===== src/rtl/alu_pkg.sv =====
// alu_pkg: definitions shared by the ALU and its writeback stage.
// Holds the writeback FSM state type, the opcode-class encoding of wide
// (64-bit result) operations, and the default datapath widths.
package alu_pkg;

  localparam int ALU_DATA_W = 32;
  localparam int ALU_REG_AW = 5;

  // in_op[4:3] selects the opcode class; class 01 produces a 64-bit result
  localparam logic [1:0] OPC_CLASS_WIDE = 2'b01;

  typedef enum logic [1:0] {
    ST_IDLE = 2'b00,
    ST_LO   = 2'b01,
    ST_HI   = 2'b10
  } wb_state_t;

  // True when the opcode belongs to the wide-result class
  function automatic logic is_wide_op(input logic [4:0] op);
    return (op[4:3] == OPC_CLASS_WIDE);
  endfunction

endpackage


===== src/rtl/wb_retire_counter.sv =====
// wb_retire_counter: 32-bit wrapping counter of fully written-back results.
module wb_retire_counter (
  input  logic        clk,
  input  logic        rst_n,
  input  logic        inc,
  output logic [31:0] count
);

  logic [31:0] count_r;

  assign count = count_r;

  // Count one per increment request; natural wrap from all-ones to zero
  always_ff @(posedge clk or negedge rst_n) begin
    if (!rst_n) begin
      count_r <= 32'd0;
    end else if (inc) begin
      count_r <= count_r + 32'd1;
    end else begin
      count_r <= count_r;
    end
  end

endmodule


===== src/rtl/alu_writeback.sv =====
// alu_writeback: writeback stage behind the ALU. Accepts one result per
// cycle, writes narrow results in one cycle and wide results as a low
// word to rd followed by a high word to rd+1. Writes to r0 are issued
// with the enable suppressed. Optional build macro ALU_WB_FLAGS_EN adds
// registered zero/negative flags (flag_z, flag_n).
module alu_writeback
  import alu_pkg::*;
#(
  parameter int DATA_W = ALU_DATA_W,
  parameter int REG_AW = ALU_REG_AW
) (
  input  logic                clk,
  input  logic                rst_n,
  input  logic                in_valid,
  output logic                in_ready,
  input  logic [4:0]          in_op,
  input  logic [REG_AW-1:0]   in_rd,
  input  logic [2*DATA_W-1:0] in_result,
  output logic                rf_we,
  output logic [REG_AW-1:0]   rf_waddr,
  output logic [DATA_W-1:0]   rf_wdata,
  output logic                fwd_valid,
  output logic [31:0]         retired
`ifdef ALU_WB_FLAGS_EN
  ,
  output logic                flag_z,
  output logic                flag_n
`endif
);

  wb_state_t           state_r;
  logic                held_wide_r;
  logic [REG_AW-1:0]   rd_r;
  logic [DATA_W-1:0]   hi_r;

  logic                in_ready_s;
  logic                wide_s;
  logic                transfer_s;
  logic                to_hi_s;
  logic                retire_s;
  logic [REG_AW-1:0]   rd_next_s;
  logic                unused_op_s;

  // Opcode low bits only matter to the ALU itself
  assign unused_op_s = ^in_op[2:0];

  // Ready depends on registered state only: blocked just in the wide LO cycle
  assign in_ready_s = (state_r != ST_LO) || !held_wide_r;
  assign in_ready   = in_ready_s;

  // Handshake decode, high-word sequencing and retire strobe
  always_comb begin
    wide_s     = is_wide_op(in_op);
    transfer_s = in_valid && in_ready_s;
    to_hi_s    = (state_r == ST_LO) && held_wide_r && !transfer_s;
    rd_next_s  = rd_r + {{(REG_AW-1){1'b0}}, 1'b1};
    if (transfer_s) begin
      retire_s = !wide_s;
    end else begin
      retire_s = to_hi_s;
    end
  end

  // FSM with registered write-port outputs; a new transfer always wins
  always_ff @(posedge clk or negedge rst_n) begin
    if (!rst_n) begin
      state_r     <= ST_IDLE;
      held_wide_r <= 1'b0;
      rd_r        <= {REG_AW{1'b0}};
      hi_r        <= {DATA_W{1'b0}};
      rf_we       <= 1'b0;
      fwd_valid   <= 1'b0;
      rf_waddr    <= {REG_AW{1'b0}};
      rf_wdata    <= {DATA_W{1'b0}};
    end else if (transfer_s) begin
      state_r     <= ST_LO;
      held_wide_r <= wide_s;
      rd_r        <= in_rd;
      hi_r        <= in_result[2*DATA_W-1:DATA_W];
      rf_waddr    <= in_rd;
      rf_wdata    <= in_result[DATA_W-1:0];
      rf_we       <= (in_rd != {REG_AW{1'b0}});
      fwd_valid   <= (in_rd != {REG_AW{1'b0}});
    end else if (to_hi_s) begin
      state_r     <= ST_HI;
      rf_waddr    <= rd_next_s;
      rf_wdata    <= hi_r;
      rf_we       <= (rd_next_s != {REG_AW{1'b0}});
      fwd_valid   <= (rd_next_s != {REG_AW{1'b0}});
    end else begin
      state_r     <= ST_IDLE;
      rf_we       <= 1'b0;
      fwd_valid   <= 1'b0;
    end
  end

`ifdef ALU_WB_FLAGS_EN
  logic flag_z_s;
  logic flag_n_s;

  // Wide results flag over all 64 bits, narrow over the low word only
  always_comb begin
    if (wide_s) begin
      flag_z_s = (in_result == {(2*DATA_W){1'b0}});
      flag_n_s = in_result[2*DATA_W-1];
    end else begin
      flag_z_s = (in_result[DATA_W-1:0] == {DATA_W{1'b0}});
      flag_n_s = in_result[DATA_W-1];
    end
  end

  // Flags load with the low write and hold through HI and IDLE
  always_ff @(posedge clk or negedge rst_n) begin
    if (!rst_n) begin
      flag_z <= 1'b0;
      flag_n <= 1'b0;
    end else if (transfer_s) begin
      flag_z <= flag_z_s;
      flag_n <= flag_n_s;
    end else begin
      flag_z <= flag_z;
      flag_n <= flag_n;
    end
  end
`endif

  wb_retire_counter u_retire (
    .clk   (clk),
    .rst_n (rst_n),
    .inc   (retire_s),
    .count (retired)
  );

endmodule

===== config.mk =====
export PLATFORM = sky130hd
export DESIGN_NAME = alu_writeback
export DESIGN_NICKNAME = d
export VERILOG_FILES = /design/src/rtl/alu_pkg.sv /design/src/rtl/wb_retire_counter.sv /design/src/rtl/alu_writeback.sv
export SDC_FILE = /design/constraint.sdc
export NUM_CORES = 1
export LEC_CHECK = 0
export BUFFER_PORTS_ARGS = -buffer_cell sky130_fd_sc_hd__clkbuf_2
export CORE_MARGIN = 4
export CORE_UTILIZATION = 49
export CTS_CLUSTER_DIAMETER = 200
export CTS_CLUSTER_SIZE = 20
export DETAILED_ROUTE_END_ITERATION = 10
export GPL_ROUTABILITY_DRIVEN = 0
export PLACE_DENSITY = 0.76
export RECOVER_POWER = 25
export REMOVE_ABC_BUFFERS = 1
export SLEW_MARGIN = 10
export SYNTH_ARGS = -nofsm -noshare
export SYNTH_HDL_FRONTEND = slang
export SYNTH_SLANG_ARGS = --single-unit

===== constraint.sdc =====
create_clock -name clk -period 2.95 [get_ports clk]
set_input_delay 0.1475 -clock clk [delete_from_list [all_inputs] [get_ports clk]]
set_output_delay 0.1475 -clock clk [all_outputs]
set_load 0.01 [all_outputs]

# Word level (Yosys, flattened, before mapping)
# Cells that the tools add are included.
# op_classes
addsub	2
n_eq_ne	3
n_mux	9
n_reduce_logical	10
# ops
cell	n
2-to-1 mux 32 bit	2
adder 32 x 1 -> 32 bit (second input constant)	1
2-to-1 mux 5 bit	2
nonzero test 5 bit	2
adder 5 x 1 -> 5 bit (second input constant)	1
equality test 2 x 1 -> 1 bit (second input constant)	2
2-to-1 mux 2 bit	2
logical AND 1 bit	3
logical NOT 1 bit	3
2-to-1 mux 1 bit	3
inequality test 2 x 1 -> 1 bit (second input constant)	1
nonzero test 2 bit	1
logical OR 1 bit	1
# totals
regBits	110
word_cells	32

# Logic depth before layout (Yosys ltp)
# Gate-level depths: netlist (run 1).
# depth
word_depth	7
mapped_depth	6

# Hierarchy
# A second synthesis (run 1) with hierarchy kept.
# hier_totals
cells_unflattened	389
hier_area_um2	4860.9
# by_module_without_submodules
module	n_inst	cells_per_inst	area_each_um2	seq_area_each_um2
alu_writeback	1	266	3412.0	1951.9
wb_retire_counter	1	123	1448.9	800.8

# Least setup slack after synthesis (run 1)
# No wires, ideal clock.
# synth_path
path_kind	flip-flop to flip-flop
from	register u_retire.count_r[8], in the netlist u_retire.count[8]
to	register u_retire.count_r[31], in the netlist u_retire.count[31]
setup_ns	0.075
arrival_ns	2.034
slack_ns	0.841
stages_incl_launch_ff	7
synth_period_minus_slack_ns	2.109
cell_sequence	dfrtp_1 nand3_2 or4_4 or4_1 buf_6 nor2_4 xor2_2
# synth_via
elab_chain_len	1
# synth_rtl
element	line	text
start, declared	wb_retire_counter.sv:9	logic [31:0] count_r;
start signal, assigned	wb_retire_counter.sv:18	count_r <= count_r + 32'd1;
start signal, assigned	wb_retire_counter.sv:20	count_r <= count_r;
adder 32 x 1 -> 32 bit	wb_retire_counter.sv:18	
# No other way between the ends.
# A chain may end at the register's enable or synchronous reset.

# Final worst setup path (run 1)
# layout_path
from	register u_retire.count_r[8], in the netlist u_retire.count[8]
to	register u_retire.count_r[30], in the netlist u_retire.count[30]
# Same word-level chain as after synthesis.

==> reports/metrics.csv, run 1 <==
metric,value,unit
status,"complete, no violations",
final core utilization,61.7,%
share of layout cells above drive strength 1,25.9,%
cell types with the largest area share after synthesis,"dfrtp_1 (58%), mux2_2 (8.8%), mux2i_1 (7.7%), nand2_1 (4.1%), o21ai_0 (3.8%)",
wire length reported by the detailed router,9880,um
critical path buffer and inverter count,0,
number of buffers added by the clock tree synthesis step,9,
total of warnings raised by yosys,0,
diode count,0,
# fillers,814,
met1 usage in global routing,24.4,%
Post-Syn Instances,393,
largest net degree at the start of global routing,74,
clk buf depth,2,
remaining antenna violation count after routing,0,
Routed WL per cell,14.8,um
initial antenna violation count,0,
Post-synth top flop,dfrtp_1,
Crit path depth,5,
clock skew after layout,0.0107,ns
remaining design rule violation count,0,
dpl hpwl,7150,um
proportion of synthesized chip area in sequential cells,58.4,%
vias in the first global route,3291,
row count,35,
Final setup viols,0,
"EDFF count, synth",0,
Initial Util,50.7,%
mean instance size in the synthesized netlist,12.0,sq um
series of cell instances along the critical path,nand3_2 -> or4_4 -> nor4_1 -> nand4_1 -> xnor2_1,
highest attainable clock frequency,433,MHz
area of the multi-input gates,0.00185,sq mm
worst slew margin relative to its limit,38.6,%
clock-pin slew of the registers on the worst-case setup and hold paths,0.10,ns
standard cell with the maximum stage delay on the critical path,nor4_1,
"FF+latch count, synth",110,
"Area growth, synth to finish",21.6,%
family of cells with the greatest summed delay on the critical path,simple AND/OR/NAND/NOR gates,
"Hold Vio Cnt, Final",0,
Reg-to-Reg End,u_retire.count[30]$_DFFE_PN0P_,
largest driver fanout on the critical path,6,
Maximum Capacitance Violations,0,
endpoint of the worst setup timing path,u_retire.count[30]$_DFFE_PN0P_,
critical path endpoint category,flop,
total power,3.64,mW
number of port buffers,145,
Die Area,0.0112,sq mm
CTS tree,done,
Post-CTS Resized,0,
post-route non-filler standard cell count,669,
first drt pass iteration count,4,
total via count in the routed design,3366,
cell area power density,635,mW/mm^2
top cell type by total area after synthesis,dfrtp_1,
post-DR vias/cell,5.03,
die height,106,um
post-synth top area share,58.4,%
"number of placed instances, taps included",653,
length in cells of the worst reg-to-reg path,5,
H-tree depth,3,
die width,106,um
fin. max-slew vios,0,
global-route layer with the greatest usage,met2,
critical path launch point type,flop,
Static Leak,2.64,nW
post-synthesis async set-or-reset flop share,100,%
starting DRC count in detailed routing,100,
net count of the finished layout,618,
sink count of the clock tree,110,
most common cell in the netlist,dfrtp_1,
met2 layer usage reported by global route,29.1,%
RR Startpoint,u_retire.count[8]$_DFFE_PN0P_,
first-pass GRT wire length,16200,um
share of the clock period used by the worst path,78.3,%
clock root buffer master,clkbuf_8,
number of different library cells in the post-synthesis netlist,35,
leading post-synthesis cells by instance count,"dfrtp_1 (110), nand2_1 (52), mux2_2 (37)",
gr usage total,18.0,%
slew at the pin closest to its max-slew limit,0.921,ns
RSZ-0062 raised after global routing,no,
required time of the worst setup path,3.19,ns
clock latency of the later-clocked register in the worst-skew pair,0.35,ns
total global routing overflow,0,
critical path's largest stage delay,0.66,ns
Netlist Area Pre-Place,0.00471,sq mm
core area,0.00928,sq mm
maximum VDD drop,350,uV
CP arrival,2.55,ns
R2R Setup Slk,0.64,ns
crit path kind,reg -> reg,
Period minus WS final,2.31,ns
total I/O pin count,149,
Min-Delay Path Class,in -> reg,
met3 Resource Use GR,3.76,%
CP Launch Point,u_retire.count[8]$_DFFE_PN0P_,
sequential cell area,0.00275,sq mm
## placed cells by master (no fill, tap or decap), types with 9 or more instances in the layout
cell type / Yosys / routed
nand2_1: 52 / 51
nor2_1: 9 / 9
xor2_1: 17 / 17
mux2_2: 37 / 37
dfrtp_1: 110 / 110
mux2i_1: 36 / 36
clkbuf_8: 0 / 9
xnor2_1: 16 / 16
clkbuf_1: 12 / 69
o21ai_0: 36 / 36
clkbuf_2: 0 / 75
## cells by family (layout without fill, tap and decap cells)
logic type	Yosys count	after routing	synth area share [%]
xor gates and xnor gates	34	34	6.48
and+or+nand+nor	104	104	10.7
AOI/OAI and AO/OA	43	43	4.78
buffers and inverters	26	173	2.31
adders and majority gates	3	3	0.797
DFF	110	110	58.4
muxes	73	73	16.5
## report_power, final
| part | internal (mW) | switching (mW) | leakage, nW |
|---|---|---|---|
| sequential | 1.76 | 0.185 | 1.33 |
| clock | 0.465 | 0.469 | 0.0933 |
| combinational | 0.333 | 0.419 | 1.22 |
## layout make-up
class                           count  area share [%]
Sequential cell                   110            48.1
Multi-Input combinational cell    257            32.3
Timing Repair Buffer              154            13.0
Tap cell                          129            2.82
Clock buffer                        9            2.16
Clock inverter                      4            1.31
Inverter                            6           0.393
## worst min-delay path by stage
stage	slack, ns	startpoint	end	cells after the start
detailed placement	0.34	rst_n	rf_wdata[18]$_DFFE_PN0P_	1
floorplan	-0.15	rst_n	fwd_valid$_DFF_PN0_	0
global route	0.004	in_result[60]	hi_r[28]$_DFFE_PN0P_	2
CTS	0.002	in_result[57]	hi_r[25]$_DFFE_PN0P_	2
global placement	0.33	rst_n	rf_wdata[18]$_DFFE_PN0P_	1
finish	0.02	in_result[36]	hi_r[4]$_DFFE_PN0P_	2
## metal layers
metal / wire, um / vias to the layer above / part of all wire (%)
li1: - / 1638 / -
met1: 4480 / 1616 / 45
met2: 4710 / 106 / 48
met3: 599 / 6 / 6.1
met4: 89 / 0 / 0.90
met5: 0 / - / 0
## state kept, by name, summed over array words and instances, names as in the netlist
signal and count:
held_wide_r 1, hi_r 32, u_retire.count 32, rf_wdata 32
rd_r 5, state_r 2, fwd_valid 1, rf_waddr 5
## per-stage QoR
| step | hold slack (ns) | setup slack (ns) | TNS, ns | cell area [sq um] |
|---|---|---|---|---|
| floorplan | -0.148 | -0.502 | -19.52 | 4620 |
| global placement | 0.333 | 0.721 | 0 | 5590 |
| detailed placement | 0.342 | 0.652 | 0 | 5590 |
| CTS | 0.00190 | 0.620 | 0 | 5820 |
| global route | 0.00432 | 0.502 | 0 | 5730 |
| finish | 0.0177 | 0.639 | 0 | 5730 |
## worst register-to-register path, stage by stage (launching register included)
cell	delay (ns)
dfrtp_1	0.43
nand3_2	0.15
or4_4	0.58
nor4_1	0.66
nand4_1	0.20
xnor2_1	0.17
## repair_timing
action,in CTS,in global routing
hold buffers,3,0
buffers inserted,0,0
endpoints found under the hold margin,74,0
Note: power is estimated with default switching activity, not from simulation.
==> inputs of run 2 (changes only) <==
- clock period: 2.95 -> 2.21 ns (I/O delays scaled with it)
==> reports/metrics.csv, run 2 (same netlist as run 1, synthesis figures left out) <==
metric,value,unit,change
clock skew after layout,0.0131,ns,+0.00242 ns
crit path kind,reg -> reg,,
area of the multi-input gates,0.00186,sq mm,+0.27%
"Hold Vio Cnt, Final",0,,unchanged
clock-pin slew of the registers on the worst-case setup and hold paths,0.10,ns,about the same
# fillers,747,,-8.2%
"Area growth, synth to finish",30.8,%,
sink count of the clock tree,110,,unchanged
post-DR vias/cell,5.00,,-0.62%
total via count in the routed design,3545,,+5.3%
clk buf depth,2,,unchanged
largest net degree at the start of global routing,75,,+1.4%
die width,106,um,unchanged
worst setup margin,0.148,ns,-0.491 ns
CP Launch Point,u_retire.count[8]$_DFFE_PN0P_,,
CP dominant cell by count,or4_4,,
diode count,0,,unchanged
RSZ-0062 raised after global routing,no,,
CP arrival,2.36,ns,-0.19 ns
worst slew margin relative to its limit,30.6,%,-8.0 points
vias in the first global route,3728,,+13%
core area,0.00928,sq mm,unchanged
Routed WL per cell,14.9,um,+1.0%
final core utilization,66.3,%,+4.6 points
sequential cell area,0.00275,sq mm,unchanged
Die Area,0.0112,sq mm,unchanged
first drt pass iteration count,4,,unchanged
minimum setup slack after placement,0.0258,ns,-0.626 ns
remaining antenna violation count after routing,0,,unchanged
required time of the worst setup path,2.51,ns,-0.68 ns
critical path endpoint category,flop,,
highest attainable clock frequency,485,MHz,+12%
number of buffers added by the clock tree synthesis step,9,,unchanged
first-pass GRT wire length,17600,um,+8.2%
Period minus WS final,2.06,ns,-0.249 ns
cell area power density,805,mW/mm^2,+27%
H-tree depth,3,,unchanged
remaining design rule violation count,0,,unchanged
series of cell instances along the critical path,nand3_2 -> or4_4 -> or4_4 -> nor2_4 -> xor2_2,,
source of the worst hold timing path,in_rd[0],,
net count of the finished layout,655,,+6.0%
Static Leak,3.02,nW,+14%
gr usage total,19.4,%,+1.4 points
critical path launch point type,flop,,
clock root buffer master,clkbuf_8,,
share of the clock period used by the worst path,93.3,%,+15 points
Maximum Capacitance Violations,0,,unchanged
RR Startpoint,u_retire.count[8]$_DFFE_PN0P_,,
standard cell with the maximum stage delay on the critical path,or4_4,,
number of port buffers,145,,unchanged
Initial Util,50.7,%,unchanged
Final setup viols,0,,unchanged
share of layout cells above drive strength 1,38.1,%,+12 points
"leading cell type in the layout, fill and taps excluded",clkbuf_2,,
clock latency of the later-clocked register in the worst-skew pair,0.36,ns,about the same
Min-Delay Path Class,in -> reg,,
status,"complete, no violations",,
critical path's largest stage delay,0.62,ns,-0.04 ns
most frequent cells in the layout,"clkbuf_2 (145), dfrtp_1 (110), nand2_1 (51)",,
Post-CTS Setup Bufs,0,,unchanged
slew at the pin closest to its max-slew limit,1.04,ns,+0.121 ns
CTS tree,done,,
row count,35,,unchanged
die height,106,um,unchanged
initial antenna violation count,0,,unchanged
starting DRC count in detailed routing,91,,-9.0%
total I/O pin count,149,,unchanged
largest driver fanout on the critical path,6,,unchanged
maximum VDD drop,434,uV,+24%
wire length reported by the detailed router,10600,um,+7.0%
total global routing overflow,0,,unchanged
dpl hpwl,7340,um,+2.7%
fin. max-slew vios,0,,unchanged
[run 2: cell count changes in the layout (fill, tap and decap cells not counted), moves of 2 or more]
cell | before | now
clkbuf_2 | 75 | 145
clkbuf_1 | 69 | 0
dlygate4sd3_1 | 3 | 33
buf_4 | 5 | 11
inv_6 | 0 | 3
clkinv_2 | 0 | 2
clkinvlp_4 | 2 | 0
[run 2: critical path: cells and delay by family, from the launching register on]
kind / cells / cell delay (ns)
flops: 1 / 0.43
simple gates: 4 / 1.43
xor+xnor: 1 / 0.14
[run 2: worst paths after layout]
| kind | cells after the start | slack (ns) | to |
|---|---|---|---|
| worst max-delay path | 5 | 0.15 | u_retire.count[31]$_DFFE_PN0P_ |
| worst min-delay path | 2 | 0.02 | rd_r[0]$_DFFE_PN0P_ |
| worst max register to register | 5 | 0.15 | u_retire.count[31]$_DFFE_PN0P_ |
| worst min register to register | 2 | 0.48 | rf_wdata[6]$_DFFE_PN0P_ |
| max in group asynchronous | 3 | 0.37 | rf_wdata[29]$_DFFE_PN0P_ |
| min in group asynchronous | 2 | 0.47 | rf_wdata[18]$_DFFE_PN0P_ |
[run 2: layout make-up]
cell class | instances | area share, %
flip-flops and latches | 110 | 44.7
multi-input cells | 257 | 30.1
repair buffers | 191 | 18.9
well taps | 129 | 2.62
clock buffers | 10 | 2.23
clock inverters | 6 | 1.08
inverters | 6 | 0.366
[run 2: what timing repair did]
item | CTS | global route
resized for setup | 0 | 1
endpoints found under the hold margin | 73 | 0
endpoints found under the setup margin | 0 | 4
hold buffers | 33 | 0
[run 2: power breakdown]
part | switching, mW | total (mW) | internal (mW)
combinational | 0.577 | 1.12 | 0.540
sequential | 0.246 | 2.60 | 2.36
clock | 0.676 | 1.24 | 0.565
[run 2: per-stage QoR]
step | hold WS (ns) | instance area, sq um | cells | TNS, ns | power (mW)
2_1_floorplan | -0.185 | 4620 | 373 | -65.29 | 3.18
3_3_place_gp | 0.139 | 5640 | 660 | 0 | 3.68
3_5_place_dp | 0.140 | 5640 | 660 | 0 | 3.73
4_1_cts | 0.00535 | 6170 | 709 | 0 | 5.02
5_1_grt | 0.00974 | 6160 | 709 | 0 | 5.25
6_report | 0.0236 | 6160 | 709 | 0 | 4.96
[run 2: metal layers]
layer	vias up	share of wire [%]	track usage, %
li1	1702	-	-
met1	1722	44	25.0
met2	113	49	32.2
met3	8	6.2	5.28
met4	0	0.94	5.37
met5	-	0	0
==> inputs of run 3 (changes only) <==
- CELL_PAD_IN_SITES_DETAIL_PLACEMENT: default -> 1
- CELL_PAD_IN_SITES_GLOBAL_PLACEMENT: default -> 2
- CORE_UTILIZATION: 49 -> 33
- PLACE_DENSITY: 0.76 -> 0.79
- SYNTH_HIERARCHICAL: default -> 1
==> reports/metrics.csv, run 3 <==
metric,value,unit,change
proportion of synthesized chip area in sequential cells,56.6,%,-1.8 points
"FF+latch count, synth",110,,unchanged
final core utilization,43.9,%,-22 points
critical path endpoint category,flop,,
first-pass GRT wire length,19500,um,+11%
most frequent cells in the layout,"clkbuf_2 (145), dfrtp_1 (110), nor2_1 (37)",,
H-tree depth,3,,unchanged
post-synthesis async set-or-reset flop share,100,%,unchanged
dpl hpwl,8580,um,+17%
diode count,0,,unchanged
cell area power density,828,mW/mm^2,+2.8%
Post-Syn Instances,389,,-1.0%
crit path kind,reg -> reg,,
starting DRC count in detailed routing,111,,+22%
share of layout cells above drive strength 1,38.2,%,+0.12 points
clk buf depth,2,,unchanged
total I/O pin count,149,,unchanged
Maximum Capacitance Violations,0,,unchanged
clock-pin slew of the registers on the worst-case setup and hold paths,0.07,ns,-0.03 ns
CP arrival,2.31,ns,-0.05 ns
Die Area,0.0167,sq mm,+49%
critical path launch point type,flop,,
number of port buffers,145,,unchanged
remaining design rule violation count,0,,unchanged
Routed WL per cell,16.2,um,+8.6%
"leading cell type in the layout, fill and taps excluded",clkbuf_2,,
total global routing overflow,0,,unchanged
number of buffers added by the clock tree synthesis step,9,,unchanged
post-synth top area share,56.6,%,-1.8 points
post-route non-filler standard cell count,757,,+6.8%
clock latency of the later-clocked register in the worst-skew pair,0.35,ns,about the same
number of different library cells in the post-synthesis netlist,37,,+5.7%
total of warnings raised by yosys,6,,+6
largest driver fanout on the critical path,65,,+59
most common cell in the netlist,dfrtp_1,,
fin. max-slew vios,0,,unchanged
Min-Delay Path Class,in -> reg,,
remaining antenna violation count after routing,0,,unchanged
die height,129,um,+22%
wire length reported by the detailed router,12300,um,+16%
net count of the finished layout,647,,-1.2%
core area,0.0145,sq mm,+56%
top cell type by total area after synthesis,dfrtp_1,,
sink count of the clock tree,110,,unchanged
"number of placed instances, taps included",710,,+7.6%
Initial Util,33.6,%,-17 points
"Hold Vio Cnt, Final",0,,unchanged
highest attainable clock frequency,480,MHz,-1.1%
Static Leak,3.16,nW,+4.4%
# fillers,1610,,+120%
"Area growth, synth to finish",30.9,%,about the same
uppermost routed layer,met4,,
"EDFF count, synth",0,,unchanged
Post-synth top flop,dfrtp_1,,
clock skew after layout,0.00461,ns,-0.00848 ns
first drt pass iteration count,4,,unchanged
vias in the first global route,3740,,+0.32%
worst slew margin relative to its limit,14.6,%,-16 points
CTS tree,done,,
initial antenna violation count,0,,unchanged
RSZ-0062 raised after global routing,yes,,
largest net degree at the start of global routing,66,,-12%
die width,129,um,+22%
maximum VDD drop,540,uV,+24%
total length of routed met3 wires,826,um,+26%
share of the clock period used by the worst path,94.3,%,+1.0 points
post-DR vias/cell,4.84,,-3.2%
gr usage total,14.8,%,-4.5 points
Routed met1 length,5530,um,+20%
slew at the pin closest to its max-slew limit,1.28,ns,+0.239 ns
total via count in the routed design,3662,,+3.3%
mean instance size in the synthesized netlist,12.5,sq um,+4.3%
cell types with the largest area share after synthesis,"dfrtp_1 (57%), mux2i_1 (7.0%), mux2_4 (5.9%), mux2_2 (5.1%), a21oi_1 (3.6%)",,
sum of met2 wire segment lengths after detailed routing,5830,um,+12%
status,"complete, no violations",,
Period minus WS final,2.08,ns,+0.0224 ns
leading post-synthesis cells by instance count,"dfrtp_1 (110), nor2_1 (37), a21oi_1 (35)",,
row count,44,,+26%
clock root buffer master,clkbuf_16,,
Final setup viols,0,,unchanged
required time of the worst setup path,2.44,ns,-0.07 ns
Netlist Area Pre-Place,0.00486,sq mm,+3.2%
run 3: timing repair:
item,in CTS,in global routing
hold buffers,28,1
hold endpoints to repair,51,1
setup buffers,0,2
resized for setup,0,2
setup endpoints to repair,0,3
run 3: worst max-delay path, cell delays in order (launching register included):
cell	delay, ns
dfrtp_1	0.38
nand3b_1	0.18
buf_4	0.14
buf_4	0.53
nand2_2	0.16
buf_12	0.23
mux2_4	0.32
run 3: cell type report:
class,instances,area (sq um),share of cell area (%)
Multi-Input combinational cell,256,1970,30.9
Inverter,4,15.0,0.236
Tap cell,184,230,3.62
Timing Repair Buffer,187,1130,17.7
Sequential cell,110,2750,43.3
Clock inverter,3,20.0,0.315
Clock buffer,13,250,3.93
run 3: power breakdown:
group	switching, mW	internal, mW
Combinational	0.572	0.579
Clock	0.701	0.796
Sequential	0.277	2.34
run 3: stage by stage:
step	hold slack, ns	area, sq um	power, mW	setup WS, ns	TNS, ns
final	0.0166	6360	5.27	0.125	0
after global placement	0.0451	5790	3.72	0.168	0
after CTS	0.000973	6340	5.36	0.0633	0
after floorplan	-0.185	4720	3.23	-1.55	-102.14
after detailed placement	0.0484	5790	3.78	0.0647	0
after global routing	0.00168	6360	5.60	0.0162	0
run 3: cells by family after synthesis:
family	synth area share (%)
AOI/OAI and AO/OA	4.56
xor gates and xnor gates	6.13
adders and majority gates	0.515
buffers and inverters	3.11
DFF	56.6
muxes	18.0
and+or+nand+nor	11.1
run 3: path summary, 6_finish.rpt:
kind	startpoint	endpoint	slack [ns]	cells past startpoint
min reg2reg	u_retire/count[31]$_DFFE_PN0P_	u_retire/count[31]$_DFFE_PN0P_	0.48	1
min	in_result[35]	hi_r[3]$_DFFE_PN0P_	0.02	2
max in group asynchronous	rst_n	rf_wdata[25]$_DFFE_PN0P_	0.43	3
min in group asynchronous	rst_n	rf_waddr[2]$_DFFE_PN0P_	0.22	2
max	held_wide_r$_DFFE_PN0P_	rd_r[3]$_DFFE_PN0P_	0.13	6
max reg2reg	held_wide_r$_DFFE_PN0P_	rd_r[3]$_DFFE_PN0P_	0.13	6
run 3: layer usage:
metal,vias to the layer above,GRT usage (%)
li1,1709,-
met1,1830,20.2
met2,117,24.0
met3,6,4.33
met4,0,2.59
met5,-,0
